==> src/rtl/fillcap_seq_pkg.sv <==
// Shared types and helpers for the fillcap bank sequencer.
package fillcap_seq_pkg;

    localparam int unsigned NBANK_DEFAULT   = 8;
    localparam int unsigned DWELL_W_DEFAULT = 4;

    typedef enum logic [1:0] {
        StIdle,
        StStep,
        StWait
    } seq_state_e;

    function automatic int unsigned clamp_target(input int unsigned target,
                                                 input int unsigned nbank);
        return (target > nbank) ? nbank : target;
    endfunction

endpackage

==> src/rtl/fillcap_seq_dwell_cnt.sv <==
// Loadable saturating down-counter; last flags the final dwell cycle (count == 1).
module fillcap_seq_dwell_cnt #(
    parameter int unsigned W = 4
) (
    input  logic         clk,
    input  logic         rst,
    input  logic         load,
    input  logic [W-1:0] load_val,
    input  logic         dec,
    output logic         last
);

    logic [W-1:0] cnt_q, cnt_d;

    always_comb begin
        cnt_d = cnt_q;
        if (load) begin
            cnt_d = load_val;
        end else if (dec && (cnt_q != '0)) begin
            cnt_d = cnt_q - W'(1);
        end
    end

    always_ff @(posedge clk) begin
        if (rst) begin
            cnt_q <= '0;
        end else begin
            cnt_q <= cnt_d;
        end
    end

    assign last = (cnt_q == W'(1));

endmodule

==> src/rtl/fillcap_bank_sequencer.sv <==
// Steps a thermometer-coded bank-enable vector toward a requested level with a dwell per step.
// Optional: define FILLCAP_SEQ_RETARGET_EN to let a request during a sequence retarget it.
module fillcap_bank_sequencer
    import fillcap_seq_pkg::*;
#(
    parameter  int unsigned NBANK   = NBANK_DEFAULT,
    parameter  int unsigned DWELL_W = DWELL_W_DEFAULT,
    localparam int unsigned LVL_W   = $clog2(NBANK + 1)
) (
    input  logic               CLK,
    input  logic               RST,
    input  logic               REQ,
    input  logic [LVL_W-1:0]   TARGET,
    input  logic [DWELL_W-1:0] DWELL,
    output logic [NBANK-1:0]   EN,
    output logic [LVL_W-1:0]   LEVEL,
    output logic               BUSY,
    output logic               ACK
);

    seq_state_e         state_q, state_d;
    logic [NBANK-1:0]   en_q, en_d;
    logic [LVL_W-1:0]   level_q, level_d;
    logic [LVL_W-1:0]   tgt_q, tgt_d;
    logic [DWELL_W-1:0] dwell_q, dwell_d;
    logic               busy_q, busy_d;
    logic               ack_q, ack_d;
    logic [LVL_W-1:0]   tgt_in;
    logic               changed;
    logic               cnt_load;
    logic               cnt_dec;
    logic               cnt_last;

    assign tgt_in = LVL_W'(clamp_target(32'(TARGET), NBANK));

    fillcap_seq_dwell_cnt #(
        .W (DWELL_W)
    ) u_dwell_cnt (
        .clk      (CLK),
        .rst      (RST),
        .load     (cnt_load),
        .load_val (dwell_q),
        .dec      (cnt_dec),
        .last     (cnt_last)
    );

    always_comb begin
        state_d  = state_q;
        en_d     = en_q;
        level_d  = level_q;
        tgt_d    = tgt_q;
        dwell_d  = dwell_q;
        busy_d   = busy_q;
        ack_d    = 1'b0;
        changed  = 1'b0;
        cnt_load = 1'b0;
        cnt_dec  = 1'b0;

        unique case (state_q)
            StIdle: begin
                if (REQ) begin
                    tgt_d   = tgt_in;
                    dwell_d = DWELL;
                    busy_d  = 1'b1;
                    state_d = StStep;
                end
            end
            StStep: begin
                // Shifting keeps EN thermometer-coded: one bit in or out at the top.
                if (level_q < tgt_q) begin
                    en_d    = (en_q << 1) | NBANK'(1);
                    level_d = level_q + LVL_W'(1);
                    changed = 1'b1;
                end else if (level_q > tgt_q) begin
                    en_d    = en_q >> 1;
                    level_d = level_q - LVL_W'(1);
                    changed = 1'b1;
                end else begin
                    ack_d   = 1'b1;
                    busy_d  = 1'b0;
                    state_d = StIdle;
                end
                if (changed && (dwell_q != '0)) begin
                    cnt_load = 1'b1;
                    state_d  = StWait;
                end
            end
            StWait: begin
                cnt_dec = 1'b1;
                if (cnt_last) begin
                    state_d = StStep;
                end
            end
            default: begin
                state_d = StIdle;
            end
        endcase

`ifdef FILLCAP_SEQ_RETARGET_EN
        // Captured values are registered, so this cycle's STEP decision still uses the old ones.
        if (busy_q && REQ) begin
            tgt_d   = tgt_in;
            dwell_d = DWELL;
        end
`endif
    end

    always_ff @(posedge CLK) begin
        if (RST) begin
            state_q <= StIdle;
            en_q    <= '0;
            level_q <= '0;
            tgt_q   <= '0;
            dwell_q <= '0;
            busy_q  <= 1'b0;
            ack_q   <= 1'b0;
        end else begin
            state_q <= state_d;
            en_q    <= en_d;
            level_q <= level_d;
            tgt_q   <= tgt_d;
            dwell_q <= dwell_d;
            busy_q  <= busy_d;
            ack_q   <= ack_d;
        end
    end

    assign EN    = en_q;
    assign LEVEL = level_q;
    assign BUSY  = busy_q;
    assign ACK   = ack_q;

endmodule

==> config.mk <==
export PLATFORM = sky130hd
export DESIGN_NAME = fillcap_bank_sequencer
export DESIGN_NICKNAME = d
export VERILOG_FILES = /design/src/rtl/fillcap_seq_pkg.sv /design/src/rtl/fillcap_seq_dwell_cnt.sv /design/src/rtl/fillcap_bank_sequencer.sv
export SDC_FILE = /design/constraint.sdc
export NUM_CORES = 1
export LEC_CHECK = 0
export ABC_AREA = 1
export CORE_UTILIZATION = 61
export CTS_BUF_LIST = sky130_fd_sc_hd__clkbuf_16
export DETAILED_ROUTE_END_ITERATION = 7
export DONT_BUFFER_PORTS = 1
export HOLD_SLACK_MARGIN = 0.05
export MAX_ROUTING_LAYER = met4
export PLACE_DENSITY = 0.77
export SETUP_SLACK_MARGIN = 0.3
export SKIP_CTS_REPAIR_TIMING = 1
export SYNTH_ARGS = -nofsm -noshare
export SYNTH_HDL_FRONTEND = slang
export SYNTH_SLANG_ARGS = --single-unit
export TNS_END_PERCENT = 100
==> constraint.sdc <==
create_clock -name CLK -period 2.51 [get_ports CLK]
set_clock_uncertainty 0.15 [all_clocks]
set_input_delay 0.502 -clock CLK [delete_from_list [all_inputs] [get_ports CLK]]
set_output_delay 0.502 -clock CLK [all_outputs]
set_load 0.01 [all_outputs]
# Yosys cells after proc, flatten, opt, wreduce, memory -nomap -nowiden

Index checks and enable logic that the tools add are counted.

Bits of input ports: 11
Word-level logic and storage cells: 61
Register bits after elaboration: 28
Output and inout port bits: 14

Bitwise operators: 1
Magnitude comparators: 3
Equality and inequality tests: 9
Add/sub/neg operators: 3
Reductions and logical operators: 13
Muxes and demuxes: 24

Operator list:

| cell                | count |
|---|---|
| $mux 4              | 5 |
| $mux 8              | 2 |
| $mux 1              | 10 |
| $mux 2              | 5 |
| $ne 2x2->1 const B  | 4 |
| $reduce_and 4->1    | 2 |
| $reduce_bool 4->1   | 2 |
| $sub 4x1->4 const B | 2 |
| $ne 3x3->1 const B  | 2 |
| $pmux 2 s3          | 1 |
| $reduce_bool 2->1   | 3 |
| $add 4x1->4 const B | 1 |
| $eq 4x1->1 const B  | 1 |
| $gt 4x4->1          | 1 |
| $gt 4x4->1 const B  | 1 |
| $lt 4x4->1          | 1 |
| $reduce_and 2->1    | 2 |
| $reduce_or 3->1     | 1 |
| $eq 2x1->1 const B  | 1 |
| $eq 2x2->1 const B  | 1 |
| $logic_and 1x1->1   | 2 |
| $logic_not 2->1     | 1 |
| $pmux 1 s2          | 1 |
| $not 1->1           | 1 |

# Depth between registers and ports, before layout

Gate-level depths: netlist (run 1).

Depth after elaboration: 8
Depth in mapped cells: 18
Depth with buffers taken out: 17

# By module

A second synthesis (run 1) with hierarchy kept.

Cells, all modules: 212
Area, all modules: 1599.0 µm²

Modules (own cells, without submodules):

| module                 | area each (µm²) | sequential area each (µm²) | instances | cells an instance |
|---|---|---|---|---|
| fillcap_bank_sequencer | 1302.5          | 480.5                      | 1         | 171 |
| fillcap_seq_dwell_cnt  | 296.5           | 80.1                       | 1         | 41 |

# Least setup slack after synthesis (run 1)

OpenSTA, ideal clock, no wires.

Kind: reg-to-reg
From: reg level_q[1] (netlist: LEVEL[1])
To: reg level_q[3] (netlist: LEVEL[3])
Library setup time: 0.113 ns
Data required time: 2.247 ns
Clock period less this slack: 2.266 ns
Path slack: 0.244 ns
Buffers on the path: 1
Data arrival time: 2.004 ns
Cell stages (with the launch flop): 17
Path through: dfxtp_1 > ha_1 > nand2_1 > nand2_1 > nand2_1 > nand2_2 > buf_6 > ha_1 > nand2_1 > nor2_1 > nor2_1 > nand3_1 > nand2_1 > nor2_1 > nand2_1 > nand2_1 > nor2_1

Cells in the longest elaborated chain, start to end: 3
Elaborated cells on any way between the ends: 8
Those cells by class: add/sub: 2; order compare: 2; mux: 2; reduce/logical: 2

RTL lines:

| what                                               | line                          | source |
|---|---|---|
| from (decl)                                        | fillcap_bank_sequencer.sv:23  | `logic [LVL_W-1:0] level_q, level_d;` |
| from (signal assigned)                             | fillcap_bank_sequencer.sv:120 | `level_q <= level_d;` |
| $sub 4x1->4, or another cell as far along          | fillcap_bank_sequencer.sv:76  | `level_d = level_q - LVL_W'(1);` |
| $mux 4 / $reduce_bool 2->1 (equally long branches) | --                            |  |
| $mux 4 / $reduce_and 2->1 (equally long branches)  | --                            |  |

Parallel ways exist; a longest one is shown, timed or not. The select of a mux whose other input is x is not followed.
A chain may end at the register's enable or synchronous reset.

# Worst setup path in the final report (run 1)

From: reg tgt_q[2]
To: reg level_q[3] (netlist: LEVEL[3])

Cells in the longest elaborated chain, start to end: 3
Elaborated cells on any way between the ends: 5
Those cells by class: order compare: 2; mux: 1; reduce/logical: 2

RTL lines:

| what                                            | line                                                       | source |
|---|---|---|
| from (decl)                                     | fillcap_bank_sequencer.sv:24                               | `logic [LVL_W-1:0] tgt_q, tgt_d;` |
| from (signal assigned)                          | fillcap_bank_sequencer.sv:121                              | `tgt_q <= tgt_d;` |
| $lt 4x4->1 / $gt 4x4->1 (equally long branches) | fillcap_bank_sequencer.sv:70, fillcap_bank_sequencer.sv:74 |  |
| $reduce_bool 2->1 (no line)                     | --                                                         |  |
| $reduce_and 2->1 (no line)                      | --                                                         |  |

Parallel ways exist; a longest one is shown, timed or not.

==> out/qor_table.md, run 1 <==
| Parameter | Reported | Unit |
|---|---|---|
| Run status | finished clean | - |
| Total nets after synthesis | 235 | - |
| Number of flops mapped to enable cells by yosys | 0 | - |
| CTS Buf Count | 3 | - |
| Pin count of the biggest net entering global routing | 17 | - |
| Average footprint of a synthesized cell | 6.88 | um2 |
| Critical setup path kind | flip-flop to flip-flop | - |
| CTS Root Cell | clkbuf_16 | - |
| Final worst setup slack | 306 | ps |
| Number of fill cells in the layout | 160 | - |
| Post-layout minimum cycle time | 2200 | ps |
| Pwr dens | 1360 | nW/um2 |
| DP Area | 1500 | um2 |
| Largest buffer count on any clock path | 2 | - |
| Crit start category | flip-flop | - |
| Maximum vdd ir drop | 1130 | uV |
| Number of different library cells in the post-synthesis netlist | 27 | - |
| Endpoint kind of the worst setup timing path | flip-flop | - |
| Synth Area in Compound Gates | 11.9 | % |
| Height of the die | 51.3 | um |
| Die ar. | 2630 | um2 |
| Post-place setup slack | 144 | ps |
| Peak Freq | 454 | MHz |
| Total Routing Usage GR | 27.1 | % |
| Final Total Pwr | 2380 | uW |
| Synthesized netlist cell count | 215 | - |
| CTS tree | yes | - |
| Vias post-DR | 1373 | - |
| Max-cap check violation count | 0 | - |
| Area delta synth->final | 18.1 | % |
| Drt drc | 0 | - |
| Net count, final | 238 | - |
| First-pass GRT wire length | 5.22 | mm |
| Clock-pin slew of the registers on the worst-case setup and hold paths | 70 | ps |
| Count of state elements after synthesis | 28 | - |
| Number of warning messages in the yosys log | 0 | - |
| Antenna Diode Count | 0 | - |
| Count of final hold-check violations | 0 | - |
| Cell area after technology mapping | 1480 | um2 |
| Routability congestion estimate | 0.786 | - |
| Number of nets with antenna violations after detailed routing | 0 | - |
| Worst Path Max Fanout | 4 | - |
| Type of the worst min-delay path | input pin to flip-flop | - |
| Simple-gate share of the synthesized area | 32.2 | % |
| Pre-Repair DR Iteration Count | 4 | - |
| Initial Utilization | 65.6 | % |
| Number of buffers inserted by port buffering | 0 | - |
| Sum of negative setup slack | 0 | ps |
| Hpwl dp | 2.22 | mm |
| Remaining global-route overflow | 0 | - |
| Post-route standard cell area excluding fillers | 1750 | um2 |
| Antenna violations before repair | 0 | - |
| Num Clock Sinks | 28 | - |
| CP required | 2540 | ps |
| Setup repair after global routing missed its margin | true | - |
| Mean routed wirelength per cell | 13.9 | um |
| Main combinational cell family by area after synthesis | simple AND/OR/NAND/NOR gates | - |
| Sequential-to-total area share from yosys stat | 37.9 | % |
| Number of DRC markers after the initial detailed-route iteration | 42 | - |
| Via count of the first global-routing pass | 1242 | - |
| Post-Route WL | 3.42 | mm |
| Mux cell area share after synthesis | 0 | % |
| Share of cells above drive strength 1 | 18.4 | % |
| Async S/R FF share, synth | 0 | % |
| Later-pin clock latency in the skew report | 260 | ps |
| Data arrival time of the worst path | 2240 | ps |
| Adder and majority cell fraction of the synthesized area | 8.11 | % |
| Number of standard-cell rows in the floorplan | 17 | - |
| Number of vias per cell | 5.60 | - |
| Total leakage power | 0.000738 | uW |
| Die boundary width | 51.3 | um |
| Worst-case headroom to the max-slew limit | 70.6 | % |
| Primary FF master, synth | dfxtp_1 | - |
| Setup-failing EPs final | 0 | - |
| Top Ports | 25 | - |
| Worst slew pin tran | 440 | ps |
| Core area | 2250 | um2 |
| Post-Synth XOR/XNOR Area | 1.78 | % |
| Worst hold slack | 146 | ps |
| Final period util | 87.8 | % |
| Number of max-slew violations in the final report | 0 | - |
| CTS H-tree depth | 1 | - |
## power by group
part           switching (uW)  leakage (uW)  internal [uW]
logic                     747      0.000454            476
registers                 133      0.000232            561
clock network             145     0.0000511            317
total                    1030      0.000738           1350
## flip-flops by register name (all words and copies together) (netlist names)
register           cells
EN                     8
LEVEL                  4
dwell_q                4
tgt_q                  4
u_dwell_cnt.cnt_q      4
state_q                2
ACK                    1
BUSY                   1
## worst max-delay path, cell delays in order, from the launching register on
cell	delay, ps
dfxtp_1	340
inv_1	80
ha_4	280
nand2_4	50
inv_1	60
nand2_2	70
nand2_4	100
ha_4	220
nand2_1	70
nand2_1	60
nor2_1	120
nand3_1	120
nand2_1	110
nor2_2	50
nand2_1	70
nand2_1	50
nor2_1	140
## cell families (layout without fill, tap and decap cells)
logic type / Yosys count / after routing
AO/OA/AOI/OAI: 32 / 32
XOR/XNOR: 3 / 3
adder cells (fa/ha/maj): 9 / 9
buffers and inverters: 27 / 29
flip-flops: 28 / 28
AND/OR/NAND/NOR: 116 / 116
## stage by stage
stage,instances,utilization (%)
2_1_floorplan,215,-
3_3_place_gp,238,66.7
3_5_place_dp,238,66.7
4_1_cts,242,71.4
5_1_grt,245,77.5
6_report,245,77.5
## cells in the final DEF, fill, tap and decap left out, types with 4 or more instances in the layout
cell type,netlist,routed
nand2_1,73,67
dfxtp_1,28,22
nor2_1,23,21
a21oi_1,19,18
inv_1,18,16
nand3_1,12,12
o21ai_0,7,7
nand2_2,2,6
ha_4,0,6
dfxtp_4,0,4
buf_4,2,4
## final cells by class
class,instances,area (um2),area share (%)
clock buffers,3,75.1,4.29
well taps,28,35.0,2.00
flip-flops and latches,28,578,33.1
clock inverters,1,30.0,1.72
repair buffers,4,30.0,1.72
multi-input cells,160,916,52.4
inverters,21,83.8,4.80
## metal layers
| metal | part of all wire (%) | vias to the layer above | wire length, um | track usage [%] |
|---|---|---|---|---|
| li1 | - | 685 | - | - |
| met1 | 44 | 638 | 1490 | 32.5 |
| met2 | 48 | 48 | 1650 | 44.5 |
| met3 | 7.3 | 2 | 251 | 6.25 |
| met4 | 0.67 | 0 | 23 | 9.91 |
| met5 | 0 | - | 0 | - |
## Yosys cell counts, types with 2 or more instances
master	instances	share of area, %
a21oi_1	19	6.4
buf_4	2	1.0
clkbuf_1	2	0.51
dfxtp_1	28	38
ha_1	8	6.8
inv_1	18	4.6
inv_2	2	0.51
nand2_1	73	19
nand2_2	2	0.85
nand3_1	12	4.1
nor2_1	23	5.8
nor3_1	2	0.68
o21ai_0	7	2.4
o21ai_1	3	1.0
xor2_1	2	1.2
## path summary, 6_finish.rpt
kind                               start  endpoint  slack (ps)  cells past startpoint
worst min-delay path                 RST  tgt_q[1]         150                      1
worst max-delay path            tgt_q[2]  LEVEL[3]         310                     16
worst min register to register  tgt_q[1]  tgt_q[1]         310                      2
worst max register to register  tgt_q[2]  LEVEL[3]         310                     16
Note: power is estimated with default switching activity, not from simulation.
==> run 2, diff against run 1 <==
--- a/config.mk
+++ b/config.mk
@@ -6,6 +6,7 @@
 export NUM_CORES = 1
 export LEC_CHECK = 0
 export ABC_AREA = 1
+export CORE_ASPECT_RATIO = 0.7
 export CORE_UTILIZATION = 61
 export CTS_BUF_LIST = sky130_fd_sc_hd__clkbuf_16
 export DETAILED_ROUTE_END_ITERATION = 7
==> out/qor_table.md, run 2 (synthesis gave the netlist of run 1 again) <==
| Parameter | Reported | Unit | Delta |
|---|---|---|---|
| Share of power burned in registers | 30.2 | % | +1.0 points |
| Most common cell after layout, fill and taps aside | nand2_1 | - |  |
| Max reg flops | 8 | - | unchanged |
| Count of final hold-check violations | 0 | - | unchanged |
| Setup-failing EPs final | 0 | - | unchanged |
| Crit start category | flip-flop | - |  |
| Worst-path cell with the longest stage delay | dfxtp_1 | - |  |
| Remaining global-route overflow | 0 | - | unchanged |
| Combinational share of power | 48.7 | % | -2.7 points |
| Via count of the first global-routing pass | 1151 | - | -7.3% |
| Top Ports | 25 | - | unchanged |
| Sum of negative setup slack | 0 | ps | unchanged |
| Later-pin clock latency in the skew report | 270 | ps | about the same |
| Clock Power Share | 21.1 | % | +1.7 points |
| Type of the worst min-delay path | input pin to flip-flop | - |  |
| Vias post-DR | 1368 | - | -0.36% |
| First-pass GRT wire length | 5.23 | mm | +0.13% |
| Height of the die | 43.2 | um | -16% |
| Setup repair after global routing missed its margin | false | - |  |
| Post-layout minimum cycle time | 2110 | ps | -93.6 ps |
| Sum of met3 wire segment lengths after detailed routing | 246 | um | -2.0% |
| Antenna violations before repair | 0 | - | unchanged |
| Clock-pin slew of the registers on the worst-case setup and hold paths | 70 | ps | about the same |
| Area delta synth->final | 14.2 | % |  |
| Met2 wire length | 1.64 | mm | -0.30% |
| CP required | 2530 | ps | about the same |
| Mean routed wirelength per cell | 14.3 | um | +2.4% |
| Run status | finished clean | - |  |
| Post-route standard cell area excluding fillers | 1690 | um2 | -3.3% |
| Pre-Repair DR Iteration Count | 4 | - | unchanged |
| Total leakage power | 0.000725 | uW | -1.8% |
| Met1 Wirelength | 1.62 | mm | +8.3% |
| Antenna Diode Count | 0 | - | unchanged |
| Drt drc | 0 | - | unchanged |
| Die ar. | 2630 | um2 | +0.12% |
| Endpoint kind of the worst setup timing path | flip-flop | - |  |
| Max-cap check violation count | 0 | - | unchanged |
| Multi-input gate area in the final layout | 876 | um2 | -4.4% |
| Num Clock Sinks | 28 | - | unchanged |
| Top cell by count, worst path | nand2_1 | - |  |
| Buf/Inv on CP | 2 | - | unchanged |
| Switching power of the nets | 976 | uW | -4.8% |
| Number of vias per cell | 5.54 | - | -1.2% |
| Top cell family by delay on the critical path | simple AND/OR/NAND/NOR gates | - |  |
| Final period util | 84.1 | % | -3.7 points |
| Largest buffer count on any clock path | 2 | - | unchanged |
| Critical path cell sequence | inv_1 > ha_4 > nand2_2 > inv_1 > nand2_2 > nand2_4 > ha_1 > nand2_1 > nor2_2 > nor2_1 > nand3_1 > nand2_1 > nor2_1 > nand2_1 > nand2_1 > nor2_1 | - |  |
| Share of cells above drive strength 1 | 13.5 | % | -4.9 points |
| Number of fill cells in the layout | 164 | - | +2.5% |
| CTS Root Cell | clkbuf_16 | - |  |
| Worst Path Max Fanout | 5 | - | +1 |
| CTS Buf Count | 3 | - | unchanged |
| Critical setup path kind | flip-flop to flip-flop | - |  |
| Number of DRC markers after the initial detailed-route iteration | 124 | - | +200% |
| Total Routing Usage GR | 28.2 | % | +1.1 points |
| Die boundary width | 60.9 | um | +19% |
| Post-Route WL | 3.53 | mm | +3.3% |
| Sw Ratio | 43.1 | % | about the same |
| Area of all sequential standard cells | 573 | um2 | -0.87% |
| Maximum vdd ir drop | 754 | uV | -33% |
| Number of max-slew violations in the final report | 0 | - | unchanged |
| Worst slew pin tran | 436 | ps | -4.37 ps |
| Net count, final | 236 | - | -0.84% |
| Data arrival time of the worst path | 2130 | ps | -110 ps |
| Worst-case headroom to the max-slew limit | 70.9 | % | +0.29 points |
| Finished Core Util | 76.0 | % | -1.5 points |
| Number of standard-cell rows in the floorplan | 14 | - | -3 |
| Number of buffers inserted by port buffering | 0 | - | unchanged |
| Pin count of the biggest net entering global routing | 17 | - | unchanged |
| Commonest non-fill, non-tap cells in the layout | nand2_1 (70), dfxtp_1 (24), nor2_1 (22) | - |  |
| Number of nets with antenna violations after detailed routing | 0 | - | unchanged |
| Total internal power | 1290 | uW | -4.9% |
| Uppermost layer routed | met4 | - |  |
| CTS H-tree depth | 1 | - | unchanged |
| CTS tree | yes | - |  |
| Peak Freq | 474 | MHz | +4.4% |
| Initial Utilization | 66.5 | % | +0.89 points |
| Routability congestion estimate | 0.821 | - | +4.5% |
| Pwr dens | 1340 | nW/um2 | -1.6% |
| Max incr delay on CP | 350 | ps | about the same |
| Core area | 2220 | um2 | -1.3% |
| DP Area | 1510 | um2 | +0.33% |
| Hpwl dp | 2.38 | mm | +6.8% |
## run 2: changes by cell type in the layout (fill, tap and decap cells not counted), sizes merged
cell | previous run | this run
buf | 4 | 2
## run 2: final cells by class
| type | count | share of cell area [%] |
|---|---|---|
| clock buffer | 3 | 4.44 |
| clock inverter | 1 | 1.78 |
| inverter | 21 | 4.81 |
| multi-input combinational | 160 | 51.8 |
| sequential | 28 | 33.9 |
| tap | 32 | 2.37 |
| timing repair buffer | 2 | 0.888 |
## run 2: path summary, 6_finish.rpt
path	from	cells past startpoint	slack [ps]	to
worst max-delay path	tgt_q[2]	16	400	LEVEL[3]
worst min-delay path	RST	1	150	tgt_q[0]
worst max register to register	tgt_q[2]	16	400	LEVEL[3]
worst min register to register	tgt_q[1]	2	330	tgt_q[1]
## run 2: power groups by stage
| stage | logic [uW] | clock network, uW | registers (uW) |
|---|---|---|---|
| floorplan | 850 | 0 | 651 |
| global placement | 947 | 0 | 668 |
| detailed placement | 972 | 0 | 675 |
| CTS | 984 | 476 | 665 |
| global route | 1240 | 493 | 696 |
| finish | 1100 | 478 | 683 |
## run 2: routing by layer
| layer | vias up | GRT usage, % |
|---|---|---|
| met4 | 0 | 4.09 |
| met3 | 4 | 7.01 |
| met2 | 50 | 42.2 |
| met5 | - | - |
| met1 | 636 | 39.4 |
| li1 | 678 | - |
## run 2: worst reg2reg max path, delay by kind of cell, from the launching register on
kind / cells / cell delay [ps]
simple gates: 12 / 890
fa+ha+maj: 2 / 490
buf+inv: 2 / 140
flops: 1 / 350
## run 2: through the flow
stage,setup slack (ps),total power [uW],hold slack (ps),cells
3_5_place_dp,283,1650,304,242
3_3_place_gp,337,1610,300,242
6_report,399,2260,148,247
4_1_cts,235,2130,147,246
2_1_floorplan,329,1500,288,215
5_1_grt,308,2430,143,247
==> run 3, diff against run 2 <==
--- a/config.mk
+++ b/config.mk
@@ -5,15 +5,15 @@
 export SDC_FILE = /design/constraint.sdc
 export NUM_CORES = 1
 export LEC_CHECK = 0
-export ABC_AREA = 1
+export ABC_AREA = 0
 export CORE_ASPECT_RATIO = 0.7
-export CORE_UTILIZATION = 61
+export CORE_UTILIZATION = 55
 export CTS_BUF_LIST = sky130_fd_sc_hd__clkbuf_16
 export DETAILED_ROUTE_END_ITERATION = 7
 export DONT_BUFFER_PORTS = 1
 export HOLD_SLACK_MARGIN = 0.05
 export MAX_ROUTING_LAYER = met4
-export PLACE_DENSITY = 0.77
+export PLACE_DENSITY = 0.73
 export SETUP_SLACK_MARGIN = 0.3
 export SKIP_CTS_REPAIR_TIMING = 1
 export SYNTH_ARGS = -nofsm -noshare
==> constraint.sdc (replaced) <==
create_clock -name CLK -period 1.8 [get_ports CLK]
set_clock_uncertainty 0.15 [all_clocks]
set_input_delay 0.36 -clock CLK [delete_from_list [all_inputs] [get_ports CLK]]
set_output_delay 0.36 -clock CLK [all_outputs]
set_load 0.01 [all_outputs]
==> out/qor_table.md, run 3 <==
| Parameter | Reported | Unit | Delta |
|---|---|---|---|
| Run status | finished with violations | - |  |
| Post-layout minimum cycle time | 2200 | ps | +85.2 ps |
| Height of the die | 44.3 | um | +2.6% |
| Vias post-DR | 1257 | - | -8.1% |
| Yosys top cell area share | 39.8 | % | +1.9 points |
| Share of cells above drive strength 1 | 43.9 | % | +30 points |
| Number of buffers inserted by port buffering | 0 | - | unchanged |
| Top Ports | 25 | - | unchanged |
| Sw Ratio | 38.1 | % | -5.0 points |
| Data arrival time of the worst path | 2200 | ps | +70 ps |
| Antenna violations before repair | 0 | - | unchanged |
| Count of final hold-check violations | 0 | - | unchanged |
| Average footprint of a synthesized cell | 8.75 | um2 | +27% |
| Setup repair after global routing missed its margin | true | - |  |
| Final period util | 122 | % | +38 points |
| Count of state elements after synthesis | 28 | - | unchanged |
| Post-place setup slack | -386 | ps | -669 ps |
| Type of the worst min-delay path | input pin to flip-flop | - |  |
| Violations in the final reports | setup timing | - |  |
| Initial Utilization | 61.9 | % | -4.7 points |
| Number of vias per cell | 5.93 | - | +7.1% |
| CTS Buf Count | 3 | - | unchanged |
| Number of warning messages in the yosys log | 0 | - | unchanged |
| First-pass GRT wire length | 4.97 | mm | -4.9% |
| Commonest cells post-synth | dfxtp_1 (28), nand2_1 (23), nor2_1 (19), a21oi_1 (13), a211oi_1 (9) | - |  |
| Commonest non-fill, non-tap cells in the layout | dfxtp_1 (21), nand2_1 (18), buf_4 (12) | - |  |
| Pwr dens | 1460 | nW/um2 | +8.8% |
| Hpwl dp | 2.22 | mm | -6.7% |
| Die boundary width | 62.5 | um | +2.7% |
| Remaining global-route overflow | 0 | - | unchanged |
| Number of flops mapped to enable cells by yosys | 0 | - | unchanged |
| Finished Core Util | 85.8 | % | +9.8 points |
| Total nets after synthesis | 181 | - | -23% |
| Sum of negative setup slack | -4900 | ps | -4900 ps |
| Sum of met3 wire segment lengths after detailed routing | 222 | um | -9.8% |
| Pin count of the biggest net entering global routing | 30 | - | +13 |
| Cell area after technology mapping | 1410 | um2 | -4.8% |
| Worst slew pin tran | 377 | ps | -59.2 ps |
| Post-Route WL | 3.83 | mm | +8.7% |
| Total Routing Usage GR | 24.7 | % | -3.6 points |
| Crit start category | flip-flop | - |  |
| Most frequently used cell type in the post-synthesis netlist | dfxtp_1 | - |  |
| Drt drc | 0 | - | unchanged |
| Net count, final | 201 | - | -15% |
| Core area | 2280 | um2 | +2.4% |
| Switching power of the nets | 1080 | uW | +11% |
| Critical setup path kind | flip-flop to flip-flop | - |  |
| Antenna Diode Count | 0 | - | unchanged |
| Via count of the first global-routing pass | 1085 | - | -5.7% |
| Async S/R FF share, synth | 0 | % | unchanged |
| Peak Freq | 455 | MHz | -3.9% |
| CTS H-tree depth | 1 | - | unchanged |
| Pre-Repair DR Iteration Count | 4 | - | unchanged |
| Combinational share of power | 51.4 | % | +2.7 points |
| Mean routed wirelength per cell | 18.1 | um | +27% |
| CP required | 1800 | ps | -730 ps |
| Later-pin clock latency in the skew report | 260 | ps | about the same |
| Most common cell after layout, fill and taps aside | dfxtp_1 | - |  |
| Area delta synth->final | 38.6 | % |  |
| Number of different library cells in the post-synthesis netlist | 36 | - | +33% |
| Worst hold slack | 76.2 | ps | -71.8 ps |
| Primary FF master, synth | dfxtp_1 | - |  |
| Met1 Wirelength | 1.73 | mm | +7.2% |
| Clock Power Share | 17.8 | % | -3.3 points |
| Uppermost layer routed | met4 | - |  |
| Most area-consuming cells after synthesis | dfxtp_1 (40%), ha_1 (7.1%), nand2_1 (6.1%) | - |  |
| Number of standard-cell rows in the floorplan | 14 | - | unchanged |
| Total leakage power | 0.000732 | uW | +1.0% |
| Max-cap check violation count | 0 | - | unchanged |
| Setup-failing EPs final | 18 | - | +18 |
| Final worst setup slack | -396 | ps | -795 ps |
| Sequential-to-total area share from yosys stat | 39.8 | % | +1.9 points |
| Number of max-slew violations in the final report | 0 | - | unchanged |
| Final Total Pwr | 2840 | uW | +26% |
| Number of DRC markers after the initial detailed-route iteration | 127 | - | +2.4% |
| Max reg flops | 8 | - | unchanged |
| Routability congestion estimate | 0.809 | - | -1.5% |
| Total internal power | 1760 | uW | +37% |
| Largest buffer count on any clock path | 2 | - | unchanged |
| Worst Path Max Fanout | 4 | - | -1 |
| Num Clock Sinks | 28 | - | unchanged |
| Met2 wire length | 1.86 | mm | +13% |
| Maximum vdd ir drop | 876 | uV | +16% |
| Leading area contributor after synthesis | dfxtp_1 | - |  |
| CTS Root Cell | clkbuf_16 | - |  |
| Endpoint kind of the worst setup timing path | flip-flop | - |  |
| Share of power burned in registers | 30.7 | % | +0.5 points |
| Die ar. | 2770 | um2 | +5.3% |
| Number of nets with antenna violations after detailed routing | 0 | - | unchanged |
| CTS tree | yes | - |  |
| Synthesized netlist cell count | 161 | - | -25% |
| Worst-case headroom to the max-slew limit | 74.7 | % | +3.8 points |
| Clock-pin slew of the registers on the worst-case setup and hold paths | 70 | ps | about the same |
## run 3: worst paths after layout
check | startpoint | end | slack, ps | cells after the start
hold reg to reg | tgt_q[2] | tgt_q[2] | 300 | 2
setup reg to reg | tgt_q[1] | LEVEL[3] | -400 | 9
hold / removal | TARGET[3] | tgt_q[3] | 80 | 2
setup / recovery | tgt_q[1] | LEVEL[3] | -400 | 9
## run 3: worst max-delay path, cell delays in order, from the launching register on
cell     delay [ps]
dfxtp_2         340
inv_2            50
ha_4            270
a21oi_4          60
o21ai_4         220
ha_4            250
a21oi_4         150
a21oi_1         110
mux2i_1         140
mux2_2          340
## run 3: through the flow
step / cells / instance area (um2)
floorplan: 161 / 1520
global placement: 199 / 1610
detailed placement: 199 / 1610
CTS: 203 / 1690
global route: 212 / 1950
finish: 212 / 1950
## run 3: final cells by class
type	count	area [um2]
clock buffer	3	75.1
clock inverter	1	3.75
fill	117	324
inverter	8	32.5
multi-input combinational	118	1000
sequential	28	579
tap	32	40.0
timing repair buffer	22	220
## run 3: logic make-up (layout without fill, tap and decap cells)
group,count (synthesis),in the layout,share of synthesized area (%)
DFF,28,28,39.8
muxes,9,9,6.48
buffers and inverters,15,34,4.88
xor gates and xnor gates,2,2,1.24
and+or+nand+nor,62,62,20.9
AOI/OAI and AO/OA,36,36,18.2
adders and majority gates,9,9,8.53
## run 3: power by group through the flow
stage / logic (uW) / clock network (uW) / registers (uW)
2_1_floorplan: 808 / 0 / 868
3_3_place_gp: 1030 / 0 / 861
3_5_place_dp: 1080 / 0 / 867
4_1_cts: 1090 / 514 / 855
5_1_grt: 1560 / 535 / 885
6_report: 1460 / 508 / 874
## run 3: metal layers
layer	global-route usage, %	up-vias
met3	5.93	2
met2	42.0	41
li1	-	606
met5	-	-
met1	30.7	608
met4	4.19	0
